**src/rtl/ps2_pkg.sv**
```systemverilog
// ps2_pkg: shared definitions for the PS/2 scan-code path (set-2 codes,
// game-control key indices, decoder FSM encoding, key-lookup result).
package ps2_pkg;

  // Prefix bytes
  localparam logic [7:0] SC_BREAK = 8'hF0;
  localparam logic [7:0] SC_EXT   = 8'hE0;

  // Mapped set-2 codes (arrows need the E0 prefix, the rest must not have it)
  localparam logic [7:0] SC_LEFT  = 8'h6B;
  localparam logic [7:0] SC_RIGHT = 8'h74;
  localparam logic [7:0] SC_UP    = 8'h75;
  localparam logic [7:0] SC_DOWN  = 8'h72;
  localparam logic [7:0] SC_SPACE = 8'h29;
  localparam logic [7:0] SC_ENTER = 8'h5A;
  localparam logic [7:0] SC_ESC   = 8'h76;
  localparam logic [7:0] SC_A     = 8'h1C;

  // Bit positions in the held-key bitmap
  localparam int         NUM_KEYS  = 8;
  localparam logic [2:0] KEY_LEFT  = 3'd0;
  localparam logic [2:0] KEY_RIGHT = 3'd1;
  localparam logic [2:0] KEY_UP    = 3'd2;
  localparam logic [2:0] KEY_DOWN  = 3'd3;
  localparam logic [2:0] KEY_SPACE = 3'd4;
  localparam logic [2:0] KEY_ENTER = 3'd5;
  localparam logic [2:0] KEY_ESC   = 3'd6;
  localparam logic [2:0] KEY_A     = 3'd7;

  // Pop/decode sequencer
  typedef enum logic [1:0] {
    S_IDLE   = 2'd0,
    S_POP    = 2'd1,
    S_DECODE = 2'd2
  } ps2_state_t;

  // Result of an (ext, code) lookup
  typedef struct packed {
    logic       hit;
    logic [2:0] idx;
  } key_lookup_t;

  // True for the two prefix bytes that never map to a key by themselves
  function automatic logic is_prefix(input logic [7:0] code);
    return (code == SC_BREAK) || (code == SC_EXT);
  endfunction

endpackage

```
**src/rtl/ps2_key_map.sv**
```systemverilog
// ps2_key_map: combinational (ext, code) -> (hit, idx) lookup for the eight
// game-control keys. Extended codes only hit with ext=1, plain codes only
// with ext=0, so e.g. a bare 6B or an E0-prefixed 29 is a miss.
module ps2_key_map
  import ps2_pkg::*;
(
  input  logic       i_ext,
  input  logic [7:0] i_code,
  output logic       o_hit,
  output logic [2:0] o_idx
);

  key_lookup_t w_res;

  // Two separate tables selected by the extended prefix
  always_comb begin
    w_res = '{hit: 1'b0, idx: 3'd0};
    if (i_ext) begin
      case (i_code)
        SC_LEFT:  w_res = '{hit: 1'b1, idx: KEY_LEFT};
        SC_RIGHT: w_res = '{hit: 1'b1, idx: KEY_RIGHT};
        SC_UP:    w_res = '{hit: 1'b1, idx: KEY_UP};
        SC_DOWN:  w_res = '{hit: 1'b1, idx: KEY_DOWN};
        default:  w_res = '{hit: 1'b0, idx: 3'd0};
      endcase
    end else begin
      case (i_code)
        SC_SPACE: w_res = '{hit: 1'b1, idx: KEY_SPACE};
        SC_ENTER: w_res = '{hit: 1'b1, idx: KEY_ENTER};
        SC_ESC:   w_res = '{hit: 1'b1, idx: KEY_ESC};
        SC_A:     w_res = '{hit: 1'b1, idx: KEY_A};
        default:  w_res = '{hit: 1'b0, idx: 3'd0};
      endcase
    end
  end

  assign o_hit = w_res.hit;
  assign o_idx = w_res.idx;

endmodule

```
**src/rtl/ps2_key_decoder.sv**
```systemverilog
// ps2_key_decoder: pops set-2 scan codes from the PS/2 receiver FIFO, tracks
// the E0/F0 prefixes, keeps the held-key bitmap for the game controls and
// emits one-cycle make/break events.
// Build option: define PS2_TYPEMATIC_FILTER_EN to report events only on real
// bitmap edges (typematic repeats and breaks of idle keys stay silent).
module ps2_key_decoder
  import ps2_pkg::*;
#(
  parameter  int PREFIX_TIMEOUT = 2500000,
  localparam int CNT_W          = $clog2(PREFIX_TIMEOUT + 1)
) (
  input  logic       clk,
  input  logic       rst,
  input  logic [7:0] kb_data,
  input  logic       kb_ready,
  input  logic       kb_overflow,
  output logic       kb_rdn,
  output logic [7:0] key_state,
  output logic       key_valid,
  output logic [2:0] key_idx,
  output logic       key_released
);

  ps2_state_t       r_state;
  ps2_state_t       w_state_nxt;

  logic [7:0]       r_code;
  logic             r_rdn;
  logic [7:0]       r_keys;
  logic             r_valid;
  logic [2:0]       r_idx;
  logic             r_rel;
  logic             r_brk;
  logic             r_ext;
  logic [CNT_W-1:0] r_cnt;

  logic             w_rdn_nxt;
  logic             w_latch;
  logic             w_decode;
  logic             w_is_brk;
  logic             w_is_ext;
  logic             w_hit;
  logic [2:0]       w_idx;
  logic             w_make;
  logic             w_edge;
  logic             w_pending;
  logic             w_cnt_run;
  logic             w_timeout;

  // Lookup runs on the latched byte and the current extended flag
  ps2_key_map u_key_map (
    .i_ext  (r_ext),
    .i_code (r_code),
    .o_hit  (w_hit),
    .o_idx  (w_idx)
  );

  // State register
  always_ff @(posedge clk or posedge rst) begin
    if (rst) r_state <= S_IDLE;
    else     r_state <= w_state_nxt;
  end

  // Next state: fixed IDLE -> POP -> DECODE walk, one byte per three cycles
  always_comb begin
    w_state_nxt = r_state;
    case (r_state)
      S_IDLE:   if (kb_ready) w_state_nxt = S_POP;
      S_POP:    w_state_nxt = S_DECODE;
      S_DECODE: w_state_nxt = S_IDLE;
      default:  w_state_nxt = S_IDLE;
    endcase
  end

  // FSM outputs: latch/pop request in IDLE, decode strobe in DECODE
  always_comb begin
    w_rdn_nxt = 1'b1;
    w_latch   = 1'b0;
    w_decode  = 1'b0;
    case (r_state)
      S_IDLE: begin
        if (kb_ready) begin
          w_rdn_nxt = 1'b0;
          w_latch   = 1'b1;
        end
      end
      S_DECODE: w_decode = 1'b1;
      default: ;
    endcase
  end

  // Byte classification and event qualification
  always_comb begin
    w_is_brk = (r_code == SC_BREAK);
    w_is_ext = (r_code == SC_EXT);
    w_make   = ~r_brk;
`ifdef PS2_TYPEMATIC_FILTER_EN
    w_edge   = (r_keys[w_idx] != w_make);
`else
    w_edge   = 1'b1;
`endif
  end

  // Prefix timeout: only counts while a prefix waits on an empty FIFO
  assign w_pending = r_brk | r_ext;
  assign w_cnt_run = w_pending && (r_state == S_IDLE) && !kb_ready;
  assign w_timeout = w_cnt_run && (r_cnt == CNT_W'(PREFIX_TIMEOUT - 1));

  // Registered pop strobe (low during POP) and code capture
  always_ff @(posedge clk or posedge rst) begin
    if (rst) begin
      r_rdn  <= 1'b1;
      r_code <= 8'h00;
    end else begin
      r_rdn <= w_rdn_nxt;
      if (w_latch) r_code <= kb_data;
    end
  end

  // Bitmap, prefixes and event outputs; overflow wipes state and drops the byte
  always_ff @(posedge clk or posedge rst) begin
    if (rst) begin
      r_keys  <= 8'h00;
      r_valid <= 1'b0;
      r_idx   <= 3'd0;
      r_rel   <= 1'b0;
      r_brk   <= 1'b0;
      r_ext   <= 1'b0;
    end else begin
      r_valid <= 1'b0;
      if (kb_overflow) begin
        r_keys <= 8'h00;
        r_brk  <= 1'b0;
        r_ext  <= 1'b0;
      end else if (w_decode) begin
        if (w_is_brk) begin
          r_brk <= 1'b1;
        end else if (w_is_ext) begin
          r_ext <= 1'b1;
        end else begin
          r_brk <= 1'b0;
          r_ext <= 1'b0;
          if (w_hit) begin
            r_keys[w_idx] <= w_make;
            if (w_edge) begin
              r_valid <= 1'b1;
              r_idx   <= w_idx;
              r_rel   <= r_brk;
            end
          end
        end
      end else if (w_timeout) begin
        r_brk <= 1'b0;
        r_ext <= 1'b0;
      end
    end
  end

  // Timeout counter, cleared whenever nothing is pending or a byte lands
  always_ff @(posedge clk or posedge rst) begin
    if (rst) begin
      r_cnt <= '0;
    end else if (kb_overflow || w_decode || !w_pending || w_timeout) begin
      r_cnt <= '0;
    end else if (w_cnt_run) begin
      r_cnt <= r_cnt + CNT_W'(1);
    end
  end

  assign kb_rdn       = r_rdn;
  assign key_state    = r_keys;
  assign key_valid    = r_valid;
  assign key_idx      = r_idx;
  assign key_released = r_rel;

endmodule

```
**config.mk**
```make
export PLATFORM = sky130hd
export DESIGN_NAME = ps2_key_decoder
export DESIGN_NICKNAME = d
export VERILOG_FILES = /design/src/rtl/ps2_pkg.sv /design/src/rtl/ps2_key_map.sv /design/src/rtl/ps2_key_decoder.sv
export SDC_FILE = /design/constraint.sdc
export NUM_CORES = 1
export LEC_CHECK = 0
export CELL_PAD_IN_SITES_DETAIL_PLACEMENT = 0
export CELL_PAD_IN_SITES_GLOBAL_PLACEMENT = 1
export CORE_UTILIZATION = 40
export CTS_CLUSTER_DIAMETER = 40
export DETAILED_ROUTE_END_ITERATION = 10
export PLACE_DENSITY_LB_ADDON = 0.1
export SYNTH_ARGS = -nofsm -noshare
export SYNTH_HDL_FRONTEND = slang
export SYNTH_SLANG_ARGS = --single-unit
```
**constraint.sdc**
```tcl
create_clock -name clk -period 1.79 [get_ports clk]
set_input_delay 0.537 -clock clk [delete_from_list [all_inputs] [get_ports clk]]
set_output_delay 0.537 -clock clk [all_outputs]
set_load 0.005 [all_outputs]
```
==> results <==
## through the flow
stage	hold WS, ns	cells	power, mW
floorplan	0.473	249	1.56
global placement	0.480	396	1.82
detailed placement	0.494	396	1.83
CTS	0.514	405	2.57
global route	0.548	407	2.70
finish	0.518	407	2.57
## repair_timing
item                       4_1_cts  5_1_grt
setup endpoints to repair       30       33
buffers inserted                 1        3
gates resized for setup         19       14
pin swaps                       10       15
## synthesized netlist by cell type (3+ instances only)
library cell,instances
nand3_1,17
mux2_2,8
nor3b_1,4
nand2_1,16
xnor2_1,5
nor2b_1,3
nand4_1,10
nor3_1,5
nor4_1,3
nor2_1,30
inv_1,6
dfrtp_1,47
xor2_1,16
a21oi_1,5
buf_2,5
nand4b_1,4
o21ai_0,6
mux2i_1,4
## final timing paths
kind	endpoint	slack (ns)	cells after the start
setup reg to reg	r_cnt[16]	-0.05	6
min in group asynchronous	r_cnt[20]	0.58	3
hold reg to reg	key_idx[0]	0.52	1
max in group asynchronous	kb_rdn	0.91	3
setup / recovery	r_cnt[16]	-0.05	6
hold / removal	key_idx[0]	0.52	1
## worst max-delay path, stage by stage (launching register included)
cell	delay (ns)
dfrtp_1	0.40
or4b_4	0.53
nor4_4	0.33
a31oi_2	0.15
nand2_2	0.12
buf_12	0.15
nor2_1	0.06
## area by class of cell
cell class	instances	area (sq um)
Fill cell	535	2480
Multi-Input combinational cell	184	1420
Sequential cell	48	1210
Timing Repair Buffer	85	742
Tap cell	75	93.8
Clock buffer	8	90.1
Inverter	7	26.3
## registers in the layout (all words and copies together) (netlist names)
register and flops:
r_cnt 22, key_state 8, r_code 8, key_idx 3
r_state 2, kb_rdn 1, key_released 1, key_valid 1
r_brk 1, r_ext 1
## cells by family (layout without fill, tap and decap cells)
| family | after synthesis | after routing | synth area share |
|---|---|---|---|
| flops | 48 | 48 | 0.466 |
| fa+ha+maj | 1 | 1 | 0.00484 |
| compound gates | 28 | 28 | 0.0862 |
| simple gates | 120 | 120 | 0.277 |
| buf+inv | 17 | 100 | 0.0329 |
| xor+xnor | 21 | 21 | 0.0712 |
| mux | 14 | 14 | 0.0620 |
## layer usage
layer / track usage / vias up / share of wire
li1: - / 1061 / -
met1: 0.259 / 1056 / 0.51
met2: 0.294 / 27 / 0.45
met3: 0.0308 / 6 / 0.028
met4: 0.0632 / 0 / 0.010
met5: 0 / - / 0
## where the power goes
part | switching (mW) | internal (mW) | total [mW]
clock | 0.356 | 0.316 | 0.672
combinational | 0.278 | 0.360 | 0.638
sequential | 0.101 | 1.16 | 1.26
## cells in the final DEF, fill, tap and decap left out, types with 6 or more instances in the layout
cell type	count
buf_4	54
nand4_1	10
mux2_2	7
clkdlybuf4s50_1	23
nor2_1	30
nand3_1	16
xor2_1	16
dfrtp_1	43
clkbuf_8	6
nand2_1	15
==> results.toml <==
[run_status]
status = "complete, but fails checks"
violations = "setup timing"

[synth]
yosysTopAreaCell = "dfrtp_1"
ys_seq_elements = 48
syn_area_sq_um = 2580
synth_edf_count = 0
avgSynthCellArea_sq_um = 10.4
synth_top_area_frac = 0.455
yosys-top-cells-area = "dfrtp_1 (46%), xor2_1 (5.4%), nor2_1 (4.4%)"
synthFlopType = "dfrtp_1"
async_reset_ff_frac = 1.00
yosys_warnings = 0
ys_seq_area_frac = 0.466
syn-num-nets = 262
netlist-cell-type-count = 56
synthCells = 249

[pwr]
vdd_ir_drop_max_mv = 0.419
power_density_nw_per_um2 = 717
power.leakage_nw = 1.49

[placement]
place_ws_ns = -0.456
dpl.hpwl_um = 4160
gp_congestion = 0.798
dpl_cell_area_sq_um = 3320
portBuffers = 25

[clock_tree]
cts_hold_buf = 0
root_buffer = "clkbuf_8"
cts_tree = "done"
cts_buffers = 5
clk_latency_ns = 0.30
clock_path_buffers = 2
cts.sink_count = 48
htreeDepth = 2
cts.clk_slew.worst_paths_ns = 0.09

[drt]
drc_errors = 0
wire_per_inst_um = 14.3
ant_nets = 0
wl_um = 5820
vias = 2150
dr.pass1.iters = 4
viasPerCell = 5.28
drtIter0Drc = 115

[timing]
min_period_ns = 1.84
tightest_slew_ns = 0.478
final_max_slew_viol_count = 0
timing.final.ws_setup_ns = -0.0520
maxSlewHeadroom = 0.680
finalSetupTns_ns = -1.11
max_freq_mhz = 543
finClkSkew_ns = 0.00824
final-setup-viol-count = 25
min_period_over_period = 1.03
rsz0062_at_grt = "true"
hold_viol_final = 0

[floorplan]
placementRows = 28
ios = 26
chipWidth_um = 82.4
die-area_sq_um = 6780
die_y_um = 82.4
initial_utilization = 0.426
core_area_sq_um = 6060

[global_route]
grt_max_degree = 49
grt_pass1_vias = 2037
grt_pass1_wl_um = 9540
grt_overflow = 0
grtUsageTotal = 0.187
antenna_found_initial = 0

[cells_and_area]
drive_gt1_frac = 0.334
antenna-diode-count = 0
num-nets-final = 344
final_cell_area_sq_um = 3580
area_delta_synth_final_pct = 38.7
final_util = 0.591

[critical_path]
r2r-start = "r_cnt[12]"
end_kind = "flop"
worst_ep_arrival_time_ns = 2.04
setup.worst_path.start = "r_cnt[12]"
cp.required_ns = 1.99
crit_fanout = 17
path_class = "flop to flop"
worst_setup_path_start_kind = "flop"

[run]
cap_violations = 0

[min_path]
min_from = "key_idx[0]"
hp-class = "flop to flop"
No activity file was read; power rests on OpenSTA's default activity.
